## config.mk

```make
export PLATFORM = sky130hd
export DESIGN_NAME = la_host_controller
export DESIGN_NICKNAME = d
export VERILOG_FILES = /design/src/rtl/rtla_pkg.sv /design/src/rtl/la_tx_serializer.sv /design/src/rtl/la_host_controller.sv
export SDC_FILE = /design/constraint.sdc
export NUM_CORES = 2
export LEC_CHECK = 0
export CAP_MARGIN = 20
export CELL_PAD_IN_SITES_DETAIL_PLACEMENT = 2
export CELL_PAD_IN_SITES_GLOBAL_PLACEMENT = 2
export CORE_ASPECT_RATIO = 1.4
export CORE_UTILIZATION = 30
export DETAILED_ROUTE_END_ITERATION = 6
export PLACE_DENSITY_LB_ADDON = 0.1
export SLEW_MARGIN = 20
export SYNTH_ARGS = -nofsm -noshare
export SYNTH_HDL_FRONTEND = slang
export SYNTH_HIERARCHICAL = 1
export SYNTH_SLANG_ARGS = --single-unit
```

## constraint.sdc

```tcl
create_clock -name clk -period 2.55 [get_ports clk]
set_input_delay 0.51 -clock clk [delete_from_list [all_inputs] [get_ports clk]]
set_output_delay 0.51 -clock clk [all_outputs]
set_load 0.01 [all_outputs]
```

## src/rtl/rtla_pkg.sv

```systemverilog
// Shared definitions for the RedTin logic analyzer host controller.
// Holds the host opcodes, the reply/sync byte values, the controller state
// enumeration and a small opcode classification helper.
package rtla_pkg;

    localparam logic [7:0] OP_SET_LOW     = 8'h01;
    localparam logic [7:0] OP_SET_HIGH    = 8'h02;
    localparam logic [7:0] OP_SET_RISING  = 8'h03;
    localparam logic [7:0] OP_SET_FALLING = 8'h04;
    localparam logic [7:0] OP_ARM         = 8'h10;
    localparam logic [7:0] OP_STATUS      = 8'h20;
    localparam logic [7:0] OP_DUMP        = 8'h30;

    localparam logic [7:0] RSP_ACK   = 8'hA5;
    localparam logic [7:0] RSP_NAK   = 8'hEE;
    localparam logic [7:0] SYNC_FILL = 8'h55;
    localparam logic [7:0] SYNC_END  = 8'hAA;

    typedef enum logic [2:0] {
        ST_IDLE       = 3'd0,
        ST_PAYLOAD    = 3'd1,
        ST_ARM        = 3'd2,
        ST_REPLY      = 3'd3,
        ST_DUMP_SYNC  = 3'd4,
        ST_DUMP_FETCH = 3'd5,
        ST_DUMP_DATA  = 3'd6
    } la_state_e;

    // True for the four opcodes that are followed by a mask payload.
    function automatic logic is_mask_op(input logic [7:0] op);
        is_mask_op = (op >= OP_SET_LOW) && (op <= OP_SET_FALLING);
    endfunction

endpackage

```

## src/rtl/la_tx_serializer.sv

```systemverilog
// Byte serializer feeding the UART transmitter.
// On a start strobe it captures a WIDTH-bit word and sends bytes MSB first,
// bytes 0..last_idx, one strobe at a time. A strobe is only issued when the
// strobe was low and the transmitter idle in the same cycle. done pulses
// together with the strobe of the final byte.
// Ports:
//   clk, reset       clock, synchronous active-high reset
//   start            load word and begin sending
//   word             data word, MSB byte sent first
//   last_idx         index of the last byte to send (0 = single byte)
//   uart_txactive    transmitter busy
//   uart_txdata      byte to transmit, held until the next strobe
//   uart_txen        one-cycle transmit strobe
//   done             one-cycle pulse with the final strobe
module la_tx_serializer #(
    parameter int WIDTH  = 128,
    parameter int BIDX_W = 4
) (
    input  logic              clk,
    input  logic              reset,
    input  logic              start,
    input  logic [WIDTH-1:0]  word,
    input  logic [BIDX_W-1:0] last_idx,
    input  logic              uart_txactive,
    output logic [7:0]        uart_txdata,
    output logic              uart_txen,
    output logic              done
);

    localparam logic [BIDX_W-1:0] BIDX_ONE = BIDX_W'(1);

    logic [WIDTH-1:0]  shift_r;
    logic [BIDX_W-1:0] idx_r;
    logic [BIDX_W-1:0] last_r;
    logic              active_r;
    logic [7:0]        txdata_r;
    logic              txen_r;
    logic              done_r;

    // Load, shift out and strobe bytes under the transmitter handshake
    always_ff @(posedge clk) begin
        if (reset) begin
            shift_r  <= {WIDTH{1'b0}};
            idx_r    <= {BIDX_W{1'b0}};
            last_r   <= {BIDX_W{1'b0}};
            active_r <= 1'b0;
            txdata_r <= 8'h00;
            txen_r   <= 1'b0;
            done_r   <= 1'b0;
        end else if (start) begin
            shift_r  <= word;
            idx_r    <= {BIDX_W{1'b0}};
            last_r   <= last_idx;
            active_r <= 1'b1;
            txen_r   <= 1'b0;
            done_r   <= 1'b0;
        end else if (active_r && !txen_r && !uart_txactive) begin
            txdata_r <= shift_r[WIDTH-1 -: 8];
            shift_r  <= shift_r << 8;
            txen_r   <= 1'b1;
            if (idx_r == last_r) begin
                active_r <= 1'b0;
                done_r   <= 1'b1;
            end else begin
                idx_r  <= idx_r + BIDX_ONE;
                done_r <= 1'b0;
            end
        end else begin
            txen_r <= 1'b0;
            done_r <= 1'b0;
        end
    end

    assign uart_txdata = txdata_r;
    assign uart_txen   = txen_r;
    assign done        = done_r;

endmodule

```

## src/rtl/la_host_controller.sv

```systemverilog
// Host command controller for the RedTin logic analyzer.
// Parses opcode bytes from the UART receiver, loads the four trigger masks,
// re-arms the analyzer and streams the capture buffer back with sync framing.
// Ports:
//   clk, reset                 clock, synchronous active-high reset
//   uart_rxout, uart_rxrdy     received byte and its one-cycle strobe
//   uart_txdata, uart_txen     byte to transmit and its strobe
//   uart_txactive              transmitter busy
//   trigger_low/high/rising/falling   analyzer trigger masks
//   la_reset                   one-cycle analyzer re-arm pulse
//   la_done                    capture complete
//   la_read_addr, la_read_data capture buffer read port (1-cycle latency)
//   busy                       high whenever the controller is not idle
module la_host_controller #(
    parameter int WIDTH     = 128,
    parameter int ADDR_BITS = 9,
    parameter int TIMEOUT   = 2000000
) (
    input  logic                 clk,
    input  logic                 reset,
    input  logic [7:0]           uart_rxout,
    input  logic                 uart_rxrdy,
    output logic [7:0]           uart_txdata,
    output logic                 uart_txen,
    input  logic                 uart_txactive,
    output logic [WIDTH-1:0]     trigger_low,
    output logic [WIDTH-1:0]     trigger_high,
    output logic [WIDTH-1:0]     trigger_rising,
    output logic [WIDTH-1:0]     trigger_falling,
    output logic                 la_reset,
    input  logic                 la_done,
    output logic [ADDR_BITS-1:0] la_read_addr,
    input  logic [WIDTH-1:0]     la_read_data,
    output logic                 busy
);
    import rtla_pkg::*;

    localparam int BYTES  = WIDTH / 8;
    localparam int BIDX_W = (BYTES > 1) ? $clog2(BYTES) : 1;
    localparam int TMO_W  = $clog2(TIMEOUT + 1);

    localparam logic [BIDX_W-1:0]    BIDX_LAST = BIDX_W'(BYTES - 1);
    localparam logic [BIDX_W-1:0]    BIDX_ONE  = BIDX_W'(1);
    localparam logic [TMO_W-1:0]     TMO_MAX   = TMO_W'(TIMEOUT);
    localparam logic [TMO_W-1:0]     TMO_ONE   = TMO_W'(1);
    localparam logic [ADDR_BITS-1:0] ADDR_LAST = {ADDR_BITS{1'b1}};
    localparam logic [ADDR_BITS-1:0] ADDR_ONE  = ADDR_BITS'(1);

    la_state_e            state_r, state_nxt_s;
    logic                 issued_r;
    logic [1:0]           sel_r;
    logic [WIDTH-1:0]     shadow_r;
    logic [BIDX_W-1:0]    bidx_r;
    logic [TMO_W-1:0]     tmo_r;
    logic [7:0]           reply_r;
    logic [3:0]           sync_idx_r;
    logic [ADDR_BITS-1:0] addr_r;
    logic [WIDTH-1:0]     word_r;
    logic                 la_reset_r;
    logic                 busy_r;
    logic [WIDTH-1:0]     low_r, high_r, rising_r, falling_r;

    logic                 ser_start_s;
    logic [WIDTH-1:0]     ser_word_s;
    logic [BIDX_W-1:0]    ser_last_s;
    logic                 ser_done_s;
    logic                 fetch_mark_s;
    logic                 idle_op_s;
    logic                 pay_last_s;
    logic                 pay_tmo_s;
    logic [WIDTH-1:0]     shadow_nxt_s;
    logic [ADDR_BITS-1:0] addr_inc_s;

    assign idle_op_s    = (state_r == ST_IDLE) && uart_rxrdy;
    assign pay_last_s   = (state_r == ST_PAYLOAD) && uart_rxrdy && (bidx_r == BIDX_LAST);
    assign pay_tmo_s    = (state_r == ST_PAYLOAD) && !uart_rxrdy && (tmo_r == TMO_MAX);
    assign shadow_nxt_s = WIDTH'({shadow_r, uart_rxout});
    assign addr_inc_s   = addr_r + ADDR_ONE;

    // Next-state decode and serializer requests; each transmitting state
    // fires one start (tracked by issued_r) and then waits for done.
    always_comb begin
        state_nxt_s  = state_r;
        ser_start_s  = 1'b0;
        ser_word_s   = {WIDTH{1'b0}};
        ser_last_s   = {BIDX_W{1'b0}};
        fetch_mark_s = 1'b0;
        case (state_r)
            ST_IDLE: begin
                if (uart_rxrdy) begin
                    if (is_mask_op(uart_rxout)) begin
                        state_nxt_s = ST_PAYLOAD;
                    end else if (uart_rxout == OP_ARM) begin
                        state_nxt_s = ST_ARM;
                    end else if ((uart_rxout == OP_DUMP) && la_done) begin
                        state_nxt_s = ST_DUMP_SYNC;
                    end else begin
                        state_nxt_s = ST_REPLY;
                    end
                end else begin
                    state_nxt_s = ST_IDLE;
                end
            end
            ST_PAYLOAD: begin
                if (pay_last_s || pay_tmo_s) begin
                    state_nxt_s = ST_REPLY;
                end else begin
                    state_nxt_s = ST_PAYLOAD;
                end
            end
            ST_ARM: begin
                state_nxt_s = ST_REPLY;
            end
            ST_REPLY: begin
                if (!issued_r) begin
                    ser_start_s = 1'b1;
                    ser_word_s[WIDTH-1 -: 8] = reply_r;
                end else if (ser_done_s) begin
                    state_nxt_s = ST_IDLE;
                end else begin
                    state_nxt_s = ST_REPLY;
                end
            end
            ST_DUMP_SYNC: begin
                if (!issued_r) begin
                    ser_start_s = 1'b1;
                    ser_word_s[WIDTH-1 -: 8] = (sync_idx_r == 4'hF) ? SYNC_END : SYNC_FILL;
                end else if (ser_done_s && (sync_idx_r == 4'hF)) begin
                    state_nxt_s = ST_DUMP_FETCH;
                end else begin
                    state_nxt_s = ST_DUMP_SYNC;
                end
            end
            ST_DUMP_FETCH: begin
                // First cycle lets the buffer settle on the new address.
                if (!issued_r) begin
                    fetch_mark_s = 1'b1;
                end else begin
                    state_nxt_s = ST_DUMP_DATA;
                end
            end
            ST_DUMP_DATA: begin
                if (!issued_r) begin
                    ser_start_s = 1'b1;
                    ser_word_s  = word_r;
                    ser_last_s  = BIDX_LAST;
                end else if (ser_done_s) begin
                    if (addr_r == ADDR_LAST) begin
                        state_nxt_s = ST_IDLE;
                    end else if (addr_inc_s[3:0] == 4'h0) begin
                        state_nxt_s = ST_DUMP_SYNC;
                    end else begin
                        state_nxt_s = ST_DUMP_FETCH;
                    end
                end else begin
                    state_nxt_s = ST_DUMP_DATA;
                end
            end
            default: begin
                state_nxt_s = ST_IDLE;
            end
        endcase
    end

    // State register and per-state issue flag, cleared on every state change
    always_ff @(posedge clk) begin
        if (reset) begin
            state_r  <= ST_IDLE;
            issued_r <= 1'b0;
        end else begin
            state_r  <= state_nxt_s;
            issued_r <= (state_nxt_s == state_r)
                        ? ((issued_r | ser_start_s | fetch_mark_s) & ~ser_done_s)
                        : 1'b0;
        end
    end

    // Opcode capture, payload shifting, mask loads and dump bookkeeping
    always_ff @(posedge clk) begin
        if (reset) begin
            sel_r      <= 2'd0;
            shadow_r   <= {WIDTH{1'b0}};
            bidx_r     <= {BIDX_W{1'b0}};
            tmo_r      <= {TMO_W{1'b0}};
            reply_r    <= 8'h00;
            sync_idx_r <= 4'h0;
            addr_r     <= {ADDR_BITS{1'b0}};
            word_r     <= {WIDTH{1'b0}};
            la_reset_r <= 1'b0;
            busy_r     <= 1'b0;
            low_r      <= {WIDTH{1'b0}};
            high_r     <= {WIDTH{1'b0}};
            rising_r   <= {WIDTH{1'b0}};
            falling_r  <= {WIDTH{1'b0}};
        end else begin
            la_reset_r <= idle_op_s && (uart_rxout == OP_ARM);
            busy_r     <= (state_nxt_s != ST_IDLE);
            if (idle_op_s) begin
                // 0x01..0x04 map onto 0..3 through the low two bits minus one.
                sel_r      <= uart_rxout[1:0] - 2'd1;
                shadow_r   <= {WIDTH{1'b0}};
                bidx_r     <= {BIDX_W{1'b0}};
                tmo_r      <= {TMO_W{1'b0}};
                sync_idx_r <= 4'h0;
                addr_r     <= {ADDR_BITS{1'b0}};
                case (uart_rxout)
                    OP_SET_LOW, OP_SET_HIGH, OP_SET_RISING, OP_SET_FALLING, OP_ARM:
                        reply_r <= RSP_ACK;
                    OP_STATUS:
                        reply_r <= {7'b0000000, la_done};
                    default:
                        reply_r <= RSP_NAK;
                endcase
            end else if (state_r == ST_PAYLOAD) begin
                if (uart_rxrdy) begin
                    shadow_r <= shadow_nxt_s;
                    tmo_r    <= {TMO_W{1'b0}};
                    bidx_r   <= bidx_r + BIDX_ONE;
                    if (bidx_r == BIDX_LAST) begin
                        case (sel_r)
                            2'd0:    low_r     <= shadow_nxt_s;
                            2'd1:    high_r    <= shadow_nxt_s;
                            2'd2:    rising_r  <= shadow_nxt_s;
                            2'd3:    falling_r <= shadow_nxt_s;
                            default: low_r     <= low_r;
                        endcase
                    end
                end else if (tmo_r == TMO_MAX) begin
                    shadow_r <= {WIDTH{1'b0}};
                    reply_r  <= RSP_NAK;
                end else begin
                    tmo_r <= tmo_r + TMO_ONE;
                end
            end else if (state_r == ST_DUMP_SYNC) begin
                if (ser_done_s) begin
                    sync_idx_r <= sync_idx_r + 4'h1;
                end
            end else if (state_r == ST_DUMP_FETCH) begin
                if (issued_r) begin
                    word_r <= la_read_data;
                end
            end else if (state_r == ST_DUMP_DATA) begin
                if (ser_done_s) begin
                    addr_r <= addr_inc_s;
                end
            end
        end
    end

    la_tx_serializer #(
        .WIDTH  (WIDTH),
        .BIDX_W (BIDX_W)
    ) u_ser (
        .clk           (clk),
        .reset         (reset),
        .start         (ser_start_s),
        .word          (ser_word_s),
        .last_idx      (ser_last_s),
        .uart_txactive (uart_txactive),
        .uart_txdata   (uart_txdata),
        .uart_txen     (uart_txen),
        .done          (ser_done_s)
    );

    assign trigger_low     = low_r;
    assign trigger_high    = high_r;
    assign trigger_rising  = rising_r;
    assign trigger_falling = falling_r;
    assign la_reset        = la_reset_r;
    assign la_read_addr    = addr_r;
    assign busy            = busy_r;

endmodule

```

# Word-level counts from Yosys, hierarchy flattened
# Index checks and enable logic that the tools add are counted.
dict set report totals {
  n_memories 0
  mem_bits_ro 0
  latchBits 0
  in_bits 141
  reg_bits 961
  output_inout_bits 532
  mem_bits_rw 0
}
dict set report op_classes {
  multipliers 0
  bitwise_logic 12
  addsub 6
  reduce_logical 44
  n_eq_ne 24
  n_div 0
  magnitude_cmp 2
  n_mux 42
  shift 0
}
# operator count
set ops {}
lappend ops {{$mux W128} 3}
lappend ops {{$mux W120} 3}
lappend ops {{$mux W8} 7}
lappend ops {{$mux W21} 2}
lappend ops {{$mux W3} 10}
lappend ops {{$reduce_and A5 Y1} 6}
lappend ops {{$pmux W8 S3} 1}
lappend ops {{$add A21 B1 Y21 const B} 1}
lappend ops {{$eq A21 B21 Y1 const B} 1}
lappend ops {{$pmux W3 S7} 1}
lappend ops {{$eq A8 B2 Y1 const B} 2}
lappend ops {{$eq A8 B6 Y1 const B} 2}
lappend ops {{$pmux W8 S2} 1}
lappend ops {{$add A4 B1 Y4 const B} 3}
lappend ops {{$reduce_and A2 Y1} 6}
lappend ops {{$logic_and A1 B1 Y1} 11}
lappend ops {{$mux W1} 10}
lappend ops {{$reduce_bool A2 Y1} 5}
lappend ops {{$add A9 B1 Y9 const B} 1}
lappend ops {{$eq A3 B3 Y1 const B} 3}
lappend ops {{$eq A9 B9 Y1 const B} 1}
lappend ops {{$not A1 Y1} 9}
lappend ops {{$eq A4 B4 Y1 const B} 2}
lappend ops {{$eq A8 B1 Y1 const B} 1}
lappend ops {{other kinds (27)} 38}

# Longest topological paths before layout
dict set report logic_depth {
  depth_word 10
  ltp_mapped 11
  mapped_depth_nobuf 8
}

# Hierarchy
# Netlist, hierarchy kept.
# module cells_each instances area_per_inst_um2 seq_area_each_um2
set by_module_without_submodules {}
lappend by_module_without_submodules {la_host_controller 3644 1 29295.6 16195.5}
lappend by_module_without_submodules {la_tx_serializer 787 1 6187.2 2942.8}

# Worst setup path before layout
# OpenSTA, ideal clock, no wires.
dict set report synth_timing {
  kind {register to register}
  startpoint {register state_r[2]}
  endpoint {register u_ser.shift_r[14]}
  stages_incl_launch_ff 12
  required_time_ns 2.459
  arrival_ns 2.089
  setup_time_ns 0.091
  slack_ns 0.371
  cell_sequence {dfxtp_1 > clkbuf_1 > clkbuf_1 > nor2_1 > a21oi_1 > nor2_1 > buf_2 > inv_2 > buf_2 > clkbuf_1 > nor2_1 > a311oi_1}
}
dict set report synth_via {
  elab_chain_cells 4
  word_cells_on_any_way 8
}
# element line_no
set synth_lines {}
lappend synth_lines {{start: declaration} la_host_controller.sv:49} ;# la_state_e state_r, state_nxt_s;
lappend synth_lines {{start signal: assignment} la_host_controller.sv:171} ;# state_r <= state_nxt_s;
lappend synth_lines {{$eq A3 B3 Y1 / $eq A3 B2 Y1 (equally long branches)} la_host_controller.sv:88} ;# case (state_r)
lappend synth_lines {{$reduce_or A3 Y1 (no line) *} n/a}
lappend synth_lines {{$mux W1 *} n/a}
lappend synth_lines {{net ser_start_s} la_host_controller.sv:63} ;# logic ser_start_s;
lappend synth_lines {{$mux W128 / $reduce_bool A2 Y1 (equally long branches)} n/a}
lappend synth_lines {{end signal: assignment} la_tx_serializer.sv:43} ;# shift_r <= {WIDTH{1'b0}};
lappend synth_lines {{end signal: assignment} la_tx_serializer.sv:51} ;# shift_r <= word;
lappend synth_lines {{end signal: assignment} la_tx_serializer.sv:59} ;# shift_r <= shift_r << 8;
lappend synth_lines {{end: declaration} la_tx_serializer.sv:32} ;# logic [WIDTH-1:0] shift_r;
# Mark *: on every way through the listed nets, which the timed path passes. The rest lies on a longest branch.
# A chain may end at the register's enable or synchronous reset.

# Final worst setup path
dict set report layout_timing {
  startpoint {register addr_r[3], in the netlist la_read_addr[3]}
  endpoint {output port la_read_addr[3]}
}
# element line_no
set layout_lines {}
lappend layout_lines {{start: declaration} la_host_controller.sv:57} ;# logic [ADDR_BITS-1:0] addr_r;
lappend layout_lines {{start signal: assignment} la_host_controller.sv:187} ;# addr_r <= {ADDR_BITS{1'b0}};
lappend layout_lines {{start signal: assignment} la_host_controller.sv:205} ;# addr_r <= {ADDR_BITS{1'b0}};
lappend layout_lines {{start signal: assignment} la_host_controller.sv:244} ;# addr_r <= addr_inc_s;
lappend layout_lines {{end: declaration} la_host_controller.sv:32} ;# output logic [ADDR_BITS-1:0] la_read_addr,
# No word-level cell between the ends.

==> results.tsv <==
metric	value	unit
outcome	finished clean	
crit path kind	flop to primary output	
synth cell count leaders	nand2_1 (1560), dfxtp_1 (956), a21oi_1 (676)	
initial antenna violation count	4	
final period utilization	0.899	
Critical Path Fanout Max	8	
clock sink count	956	
setup tns final	0	ps
VDD IR-drop max	490	uV
top achievable clock speed	0.436	GHz
final total power	32.0	mW
global-route wire length before repair	229000	um
Finished Layout Cells	6664	
FFs w/ async S/R, synth	0	
cell taking the most area after synthesis	dfxtp_1	
die width	293	um
post-DR vias/cell	5.02	
largest net degree at the start of global routing	167	
Die Ht	409	um
Worst Path Required	2040	ps
DIE AREA	120000	um^2
DP Cell Count	6480	
Slew @ Worst Pin	912	ps
ys flop type	dfxtp_1	
register area share after synthesis	0.539	
Hold Path Class	primary input to flop	
grt ovf	0	
most frequent cell after synthesis	nand2_1	
Final setup viols	0	
flop2flop setup slack	310	ps
FP Rows	148	
detailed placement HPWL	108000	um
CTS Buffer Depth	3	
number of synthesized flops with an enable pin	0	
clk_lat worst skew	700	ps
Initial DRC Count	1273	
Placer Congestion	0.792	
total wire length	155000	um
arrival time worst endpoint	1780	ps
clock root buffer master	clkbuf_16	
Yosys warning count	6	
cts bufs inserted	102	
worst path bufs/invs	1	
Post-CTS Resized	0	
H-tree levels	3	
share of cells above drive strength 1	0.0659	
starting density of the core	0.304	
Netlist cell types	61	
clock transition at the registers of the reported paths	60	ps
Mean Syn Cell Area	8.01	um^2
Power Dens Cells	666	nW/um^2
synthesis-stage register bit count	956	
Crit-path slowest cell	clkdlybuf4s50_1	
P&R area growth vs syn	35.2	%
Final Slew Violations	0	
drc violations	0	
CP endpoint kind	primary output	
Synthesized Nets	4584	
Crit path max-delay family	buffers and inverters	
IO Port Bufs	672	
TritonCTS clock tree	yes	
maxcap violations	0	
clock skew	25.5	ps
fin crit period	2290	ps
largest stage delay on the critical path	600	ps
top post-synthesis cells by area	dfxtp_1 (54%), nand2_1 (17%), a21oi_1 (9.5%)	
Synth Instances	4431	
IO Count	673	
Setup crit start kind	flop	
synthesized cell area	35500	um^2
post-synth top area share	0.539	
worst-path cell chain	clkdlybuf4s50_1	
drt pass-1 iters	7	
worst hold margin	110	ps
LEAKAGE	15.9	nW
overall global routing resource usage	0.251	
Slew HR	0.392	
antenna-violating nets left	0	
vias in the first global route	35540	
Core Footprint	117000	um^2
NumNets Final	5162	
Hold Vio Cnt, Final	0	
post-CTS setup buffer count	0	
WL/cell	23.2	um
Vias	33446	
hold_buf cts	0	
RSZ-0062 raised after global routing	false	
-- routing by layer --
layer  wire length (um)  global-route usage
met2              77300               0.444
met1              60600               0.277
met3              11600              0.0833
met5                 11                   0
met4               5050              0.0894
-- sequential cells by signal, summed over array words and instances, names as in the netlist, 8 cells and up --
| signal | count |
|---|---|
| trigger_high | 128 |
| tmo_r | 21 |
| la_read_addr | 9 |
| word_r | 128 |
| trigger_falling | 128 |
| trigger_low | 128 |
| shadow_r | 120 |
| trigger_rising | 128 |
| u_ser/uart_txdata | 8 |
| u_ser/shift_r | 128 |
-- cells in the final DEF, fill, tap and decap left out, drive strengths merged, types with 5 or more instances in the layout --
master	count
nand2	1560
dfxtp	956
a21oi	676
clkdlybuf4s50	671
nor2	306
buf	158
clkbuf	152
and2	123
a311oi	121
a22oi	120
xor2	21
clkinv	20
nand4	18
and3	18
nand3	14
xnor2	14
inv	13
ha	12
nor3	11
or3	10
o21ai	9
bufinv	8
a21o	7
nor4	6
mux2i	5
nand2b	5
nor3b	5
-- power by group --
| part | leakage (nW) | internal (mW) | switching, mW |
|---|---|---|---|
| Sequential | 7.71 | 15.1 | 0.135 |
| Combinational | 6.52 | 0.532 | 0.843 |
| Clock | 1.66 | 8.83 | 6.53 |
| Total | 15.9 | 24.5 | 7.51 |
-- path summary, 6_finish.rpt --
check,depth (start not counted),start,endpoint
worst max-delay path,1,la_read_addr[3],la_read_addr[3]
worst min-delay path,2,reset,trigger_high[3]
worst max register to register,8,state_r[0],trigger_high[96]
worst min register to register,2,trigger_falling[20],trigger_falling[20]
-- cells by family (layout without fill, tap and decap cells) --
logic type,after synthesis,in the layout,synth area share
AND/OR/NAND/NOR,2102,2102,0.241
flip-flops,956,956,0.539
AO/OA/AOI/OAI,954,954,0.159
buffers and inverters,367,1023,0.0470
XOR/XNOR,35,35,0.00864
adder cells (fa/ha/maj),12,12,0.00423
multiplexers,5,5,0.00141
other,0,2,0
-- cell type report --
| class | count | area, um^2 |
|---|---|---|
| tap | 1575 | 1970 |
| sequential | 956 | 19100 |
| clock buffer | 152 | 2960 |
| fill | 13006 | 68900 |
| inverter | 12 | 50.0 |
| clock inverter | 30 | 433 |
| timing repair buffer | 829 | 8660 |
| multi-input combinational | 3108 | 14800 |
| antenna | 2 | 5.00 |
-- through the flow --
step	setup slack (ps)	area, um^2	util
global placement	-193	44600	0.381
finish	258	48000	0.411
detailed placement	-237	44600	0.381
CTS	193	48000	0.411
floorplan	371	35500	-
global route	141	48000	0.411
Power figures use the tool's default switching activity.
